File: src/rtl/pipe_stall_ctrl_pkg.sv
// Shared pipeline-control definitions: stall vector encodings, EX multi-cycle
// op classes and the stall/flush sequencer state encoding.
package pipe_stall_ctrl_pkg;

    localparam logic Stop   = 1'b1;
    localparam logic NoStop = 1'b0;

    // stall bit order: [0] PC, [1] IF/ID, [2] ID/EX, [3] EX/MEM, [4] MEM/WB, [5] WB
    localparam logic [5:0] StallNone   = 6'b000000;
    localparam logic [5:0] StallFromId = 6'b000111;
    localparam logic [5:0] StallFromEx = 6'b001111;

    localparam logic [1:0] ExOpNone = 2'b00;
    localparam logic [1:0] ExOpMadd = 2'b01;
    localparam logic [1:0] ExOpDiv  = 2'b10;

    typedef enum logic [1:0] {
        IDLE     = 2'b00,
        MADD2    = 2'b01,
        DIV_BUSY = 2'b10,
        DIV_FIN  = 2'b11
    } stall_state_e;

endpackage

File: src/rtl/pipe_stall_ctrl.sv
// Stall/flush sequencer: load-use and EX multi-cycle ops (madd, divide) into
// the per-stage stall vector, divider start/cancel handshake and perf count.
module pipe_stall_ctrl
    import pipe_stall_ctrl_pkg::*;
#(
    parameter int unsigned DIV_TIMEOUT = 40,
    parameter int unsigned PERF_W      = 32
) (
    input  logic              clk,
    input  logic              rst,
    input  logic              stallreq_id,
    input  logic [1:0]        ex_mc_op,
    input  logic              flush,
    input  logic              div_done,
    output logic [5:0]        stall,
    output logic              madd_phase,
    output logic              div_start,
    output logic              div_cancel,
    output logic              div_err,
    output logic              mc_busy,
    output logic [PERF_W-1:0] stall_cycles
);

    localparam int unsigned     TW       = $clog2(DIV_TIMEOUT + 1);
    localparam logic [TW-1:0]   TMO_LAST = TW'(DIV_TIMEOUT - 1);

    stall_state_e      state_q, state_d;
    logic [TW-1:0]     tmo_q, tmo_d;
    logic [PERF_W-1:0] cyc_q;

    // Outputs are forced low while rst is held, independent of the registers.
    always_comb begin
        state_d    = state_q;
        tmo_d      = tmo_q;
        stall      = StallNone;
        madd_phase = 1'b0;
        div_start  = 1'b0;
        div_cancel = 1'b0;
        div_err    = 1'b0;
        if (rst) begin
            case (state_q)
                IDLE: begin
                    if (flush) begin
                        state_d = IDLE;
                    end else if (ex_mc_op == ExOpMadd) begin
                        stall   = StallFromEx;
                        state_d = MADD2;
                    end else if (ex_mc_op == ExOpDiv) begin
                        stall     = StallFromEx;
                        div_start = 1'b1;
                        tmo_d     = '0;
                        state_d   = DIV_BUSY;
                    end else if (stallreq_id) begin
                        stall = StallFromId;
                    end
                end
                MADD2: begin
                    madd_phase = 1'b1;
                    state_d    = IDLE;
                end
                DIV_BUSY: begin
                    if (flush) begin
                        div_cancel = 1'b1;
                        state_d    = IDLE;
                    end else begin
                        stall = StallFromEx;
                        tmo_d = tmo_q + 1'b1;
                        // A done pulse on the last allowed cycle still counts as success.
                        if (div_done) begin
                            state_d = DIV_FIN;
                        end else if (tmo_q == TMO_LAST) begin
                            div_err    = 1'b1;
                            div_cancel = 1'b1;
                            state_d    = DIV_FIN;
                        end
                    end
                end
                DIV_FIN: begin
                    state_d = IDLE;
                end
                default: begin
                    state_d = IDLE;
                end
            endcase
        end
    end

    always_ff @(posedge clk) begin
        if (!rst) begin
            state_q <= IDLE;
            tmo_q   <= '0;
            cyc_q   <= '0;
        end else begin
            state_q <= state_d;
            tmo_q   <= tmo_d;
            if (stall != StallNone) begin
                cyc_q <= cyc_q + 1'b1;
            end
        end
    end

    assign mc_busy      = rst && (state_q != IDLE);
    assign stall_cycles = cyc_q;

endmodule

File: config.mk
export PLATFORM = sky130hd
export DESIGN_NAME = pipe_stall_ctrl
export DESIGN_NICKNAME = d
export VERILOG_FILES = /design/src/rtl/pipe_stall_ctrl_pkg.sv /design/src/rtl/pipe_stall_ctrl.sv
export SDC_FILE = /design/constraint.sdc
export NUM_CORES = 1
export LEC_CHECK = 0
export BUFFER_PORTS_ARGS = -buffer_cell sky130_fd_sc_hd__buf_2
export CORE_MARGIN = 5
export CORE_UTILIZATION = 57
export DETAILED_ROUTE_END_ITERATION = 10
export HOLD_SLACK_MARGIN = 0.03
export MAX_ROUTING_LAYER = met4
export PLACE_DENSITY_LB_ADDON = 0.1
export RECOVER_POWER = 25
export SKIP_LAST_GASP = 1
export SYNTH_ARGS = -nofsm -noshare
export SYNTH_HDL_FRONTEND = slang
export SYNTH_SLANG_ARGS = --single-unit
export TNS_END_PERCENT = 30
File: constraint.sdc
create_clock -name clk -period 6 [get_ports clk]
set_input_delay 0.9 -clock clk [delete_from_list [all_inputs] [get_ports clk]]
set_output_delay 0.9 -clock clk [all_outputs]
set_load 0.01 [all_outputs]
Word level (Yosys, flattened, before mapping)
Index checks and enable logic that the tools add are counted.
W data, S select, Z words.

storage, ports and cells
  bits in registers = 40
  bits of input ports = 7
  output and inout bits = 43
  logic and storage cells = 59

cells by class
  add/subtract/negate cells = 2
  equal/unequal tests = 12
  muxes and demuxes = 34
  reduce and logical (&&, ||, !) cells = 8

operator list
  operator                 number
  $add A32 B1 Y32 const B  1
  $mux W6                  4
  $mux W4                  5
  $mux W1                  15
  $mux W2                  6
  $pmux W6 S2              1
  $ne A2 B2 Y1 const B     4
  $ne A4 B4 Y1 const B     2
  $pmux W4 S2              1
  $add A6 B1 Y6 const B    1
  $eq A2 B2 Y1 const B     3
  $eq A6 B6 Y1 const B     1
  $pmux W2 S3              1
  $reduce_bool A6 Y1       1
  $reduce_and A5 Y1        1
  $eq A2 B1 Y1 const B     2
  $reduce_bool A2 Y1       2
  $mux W3                  1
  $logic_not A2 Y1         1
  $reduce_and A2 Y1        1
  $reduce_or A2 Y1         1
  $logic_and A1 B1 Y1      1

Logic depth before layout (Yosys ltp)
  depth in word-level cells = 7
  gate-level depth with buffers = 8
  mapped depth without buffers = 6

Least setup slack after synthesis
Ideal clock, no wire load.

  kind = input-to-output
  from = input port ex_mc_op[1]
  to = output port stall[1]
  data arrival time = 1,993 ps
  data required time = 5,100 ps
  path slack = 3,107 ps
  stages = 5
  buffers on the path = 1
  cell sequence = inv_1 > ha_1 > nor4_1 > nor2_1 > buf_4

between the ends
  word-level cells in the longest chain between the ends = 6
  elaborated cells between the ends (all ways) = 7
  those cells by class = eq/ne: 2; mux: 5

RTL lines
  what             RTL line               RTL
  start, declared  pipe_stall_ctrl.sv:12  input logic [1:0] ex_mc_op,
  $eq A2 B2 Y1     pipe_stall_ctrl.sv:48  end else if (ex_mc_op == ExOpDiv) begin
  $mux W4          pipe_stall_ctrl.sv:48
  $mux W4 *        pipe_stall_ctrl.sv:45  end else if (ex_mc_op == ExOpMadd) begin
  $mux W4 *        pipe_stall_ctrl.sv:43  if (flush) begin
  $pmux W4 S2 *    pipe_stall_ctrl.sv:41  case (state_q)
  $mux W4 *        pipe_stall_ctrl.sv:40  if (rst) begin
  end, declared    pipe_stall_ctrl.sv:15  output logic [5:0] stall,

Mark *: on every way between the ends. The rest lies on a longest branch, timed or not.

Worst setup path in the final report
Same ends and word-level chain as after synthesis.

==> out/results.tsv <==
metric	value	unit
synth_common_cells	dfxtp_1 (40), nand2_1 (24), nor2_1 (20)	
path_clk_slew	0.07	ns
synthFlopType	dfxtp_1	
htree_num_levels	2	
crit_chain	buf_2 -> inv_1 -> ha_1 -> nor4_1 -> nor2_1 -> buf_2	
start_util	58.7	%
netlist_area	0.00213	mm2
power.total	485	uW
drv_cap	0	
area_growth	12.8	%
ant_nets	0	
period_minus_slack	3.06	ns
vdd_drop_max	0.116	mV
cp_max_fo	5	
synth_top_area_cell	dfxtp_1	
synth_edf_count	0	
wl	4660	um
cts_resized	0	
insertion_delay	0.29	ns
p_leak	0.872	nW
hold_class	reg -> reg	
min_period_over_period	51.0	%
area.sequential	801	um2
drt_iter0_drc	172	
critical_path.max_stage_delay	0.60	ns
viasPerCell	5.93	
slowest_stage	nor4_1	
post-cts-setup-buffer-count	0	
fmax	327	MHz
multi_input_area	0.00122	mm2
yosys-top-cells-area	dfxtp_1 (38%), a21oi_1 (4.2%), nand2_1 (4.2%)	
antenna_found_initial	0	
place_ws	2.93	ns
grt_setup_unrepaired	false	
grt.total_usage	19.1	%
layout.cells.non_filler	342	
cts_buffer_depth	2	
critPathArrivalTime	2.16	ns
grt_pass1_wl	7780	um
finish.utilization	66.3	%
grt_pass1_vias	1742	
cts_root_buffer	clkbuf_8	
hpwl	3320	um
setup_tns	0	ns
start_kind	input port	
via_count	2028	
ios	50	
fillCellCount	354	
setup_violations	0	
avgSynthCellArea	8.37	um2
cts_tree	yes	
port-buffer-count	47	
dr.pass1.iters	4	
core_area	0.00363	mm2
grt_max_degree	28	
end_kind	output port	
overflow	0	
numCtsBuffers	5	
post_drt_wl_per_cell	13.6	um
fp.dieH	71.2	um
finalHoldViolCount	0	
crit_required	5.10	ns
drive_gt1_share	11.6	%
finClkSkew	0.00309	ns
ctsHoldBuffers	0	
die_area	0.00507	mm2
yosys_warnings	0	
drc_errors	0	
syn_inst	255	
yosysMostFrequentCell	dfxtp_1	
ys_types	43	
synth_seq_cells	40	
async_reset_ff_share	0	%
synth-seq-area-share	37.5	%
setup_ws	2.94	ns
status	complete, no violations	
powerDensity	202	mW/mm2
tightestPinTransition	0.800	ns
relSlewSlack	46.6	%
final_nets	305	
cts.sinks	40	
die_w	71.2	um
diodes	0	
crit_top_cell	buf_2	
rows	22	
worstSetupPathType	in -> out	
slew_violations	0	
routabilityCongestion	0.842	
dpl.cell_count	334	
synth_top_cell_area_share	37.5	%
report_power, final:
group	switching [mW]	internal (mW)	leakage [nW]	total, mW
logic	0.0204	0.00897	0.504	0.0294
registers	0.00263	0.267	0.322	0.270
clock network	0.0923	0.0939	0.0455	0.186
total	0.115	0.370	0.872	0.485
layout by cell type, fill, tap and decap left out, types with 2 or more instances in the layout:
cell type / instances
nand2_1: 24
inv_1: 6
or4_1: 12
nand4_1: 11
o21a_1: 2
xor2_1: 7
or3_1: 5
and4_1: 5
clkbuf_8: 6
a21oi_1: 18
o211ai_1: 3
and2_1: 3
xnor2_1: 2
clkbuf_1: 22
nand2b_1: 8
nor2_1: 20
nor2b_1: 2
mux2i_1: 8
and3_1: 8
conb_1: 2
ha_1: 5
nor4_1: 10
dfxtp_1: 40
o21ai_0: 7
buf_2: 27
nand3_1: 4
o31a_1: 2
o31ai_1: 12
metal layers:
metal	GRT usage, %	up-vias	wire length, um
met4	4.38	0	48
met2	31.3	55	2210
met3	5.26	7	290
met5	-	-	0
met1	23.2	941	2110
li1	-	1025	-
through the flow:
step | hold slack, ns | cell area (um2)
2_1_floorplan | 0.444 | 2140
3_3_place_gp | 0.453 | 2340
3_5_place_dp | 0.460 | 2340
4_1_cts | 0.471 | 2430
5_1_grt | 0.493 | 2410
6_report | 0.468 | 2410
final timing paths:
path	cells past startpoint	endpoint	start	slack (ns)
worst max-delay path	6	stall[1]	ex_mc_op[1]	2.94
worst min-delay path	2	stall_cycles[31]	stall_cycles[31]	0.47
worst max register to register	4	stall_cycles[1]	state_q[1]	3.72
worst min register to register	2	stall_cycles[31]	stall_cycles[31]	0.47
critical path, delay by kind of cell:
kind / cells / cell delay, ns
AND/OR/NAND/NOR: 2 / 0.74
buffers and inverters: 3 / 0.32
adder cells (fa/ha/maj): 1 / 0.19
registers in the layout (all words and copies together), names as in the netlist:
name	flops
stall_cycles	32
state_q	2
tmo_q	6
cells by family (layout without fill, tap and decap cells):
kind of cell,after synthesis,after routing,share of synthesized area (%)
XOR/XNOR,9,9,3.70
buffers and inverters,23,61,5.28
AO/OA/AOI/OAI,53,53,16.3
other,1,2,0.176
adder cells (fa/ha/maj),5,5,2.93
AND/OR/NAND/NOR,116,116,30.3
flip-flops,40,40,37.5
multiplexers,8,8,3.75
area by class of cell:
type / count / share of cell area, %
multi-input cells: 193 / 50.8
flip-flops and latches: 40 / 33.3
repair buffers: 47 / 8.73
clock buffers: 8 / 3.74
well taps: 48 / 2.49
inverters: 6 / 0.936
Note: power is estimated with default switching activity, not from simulation.
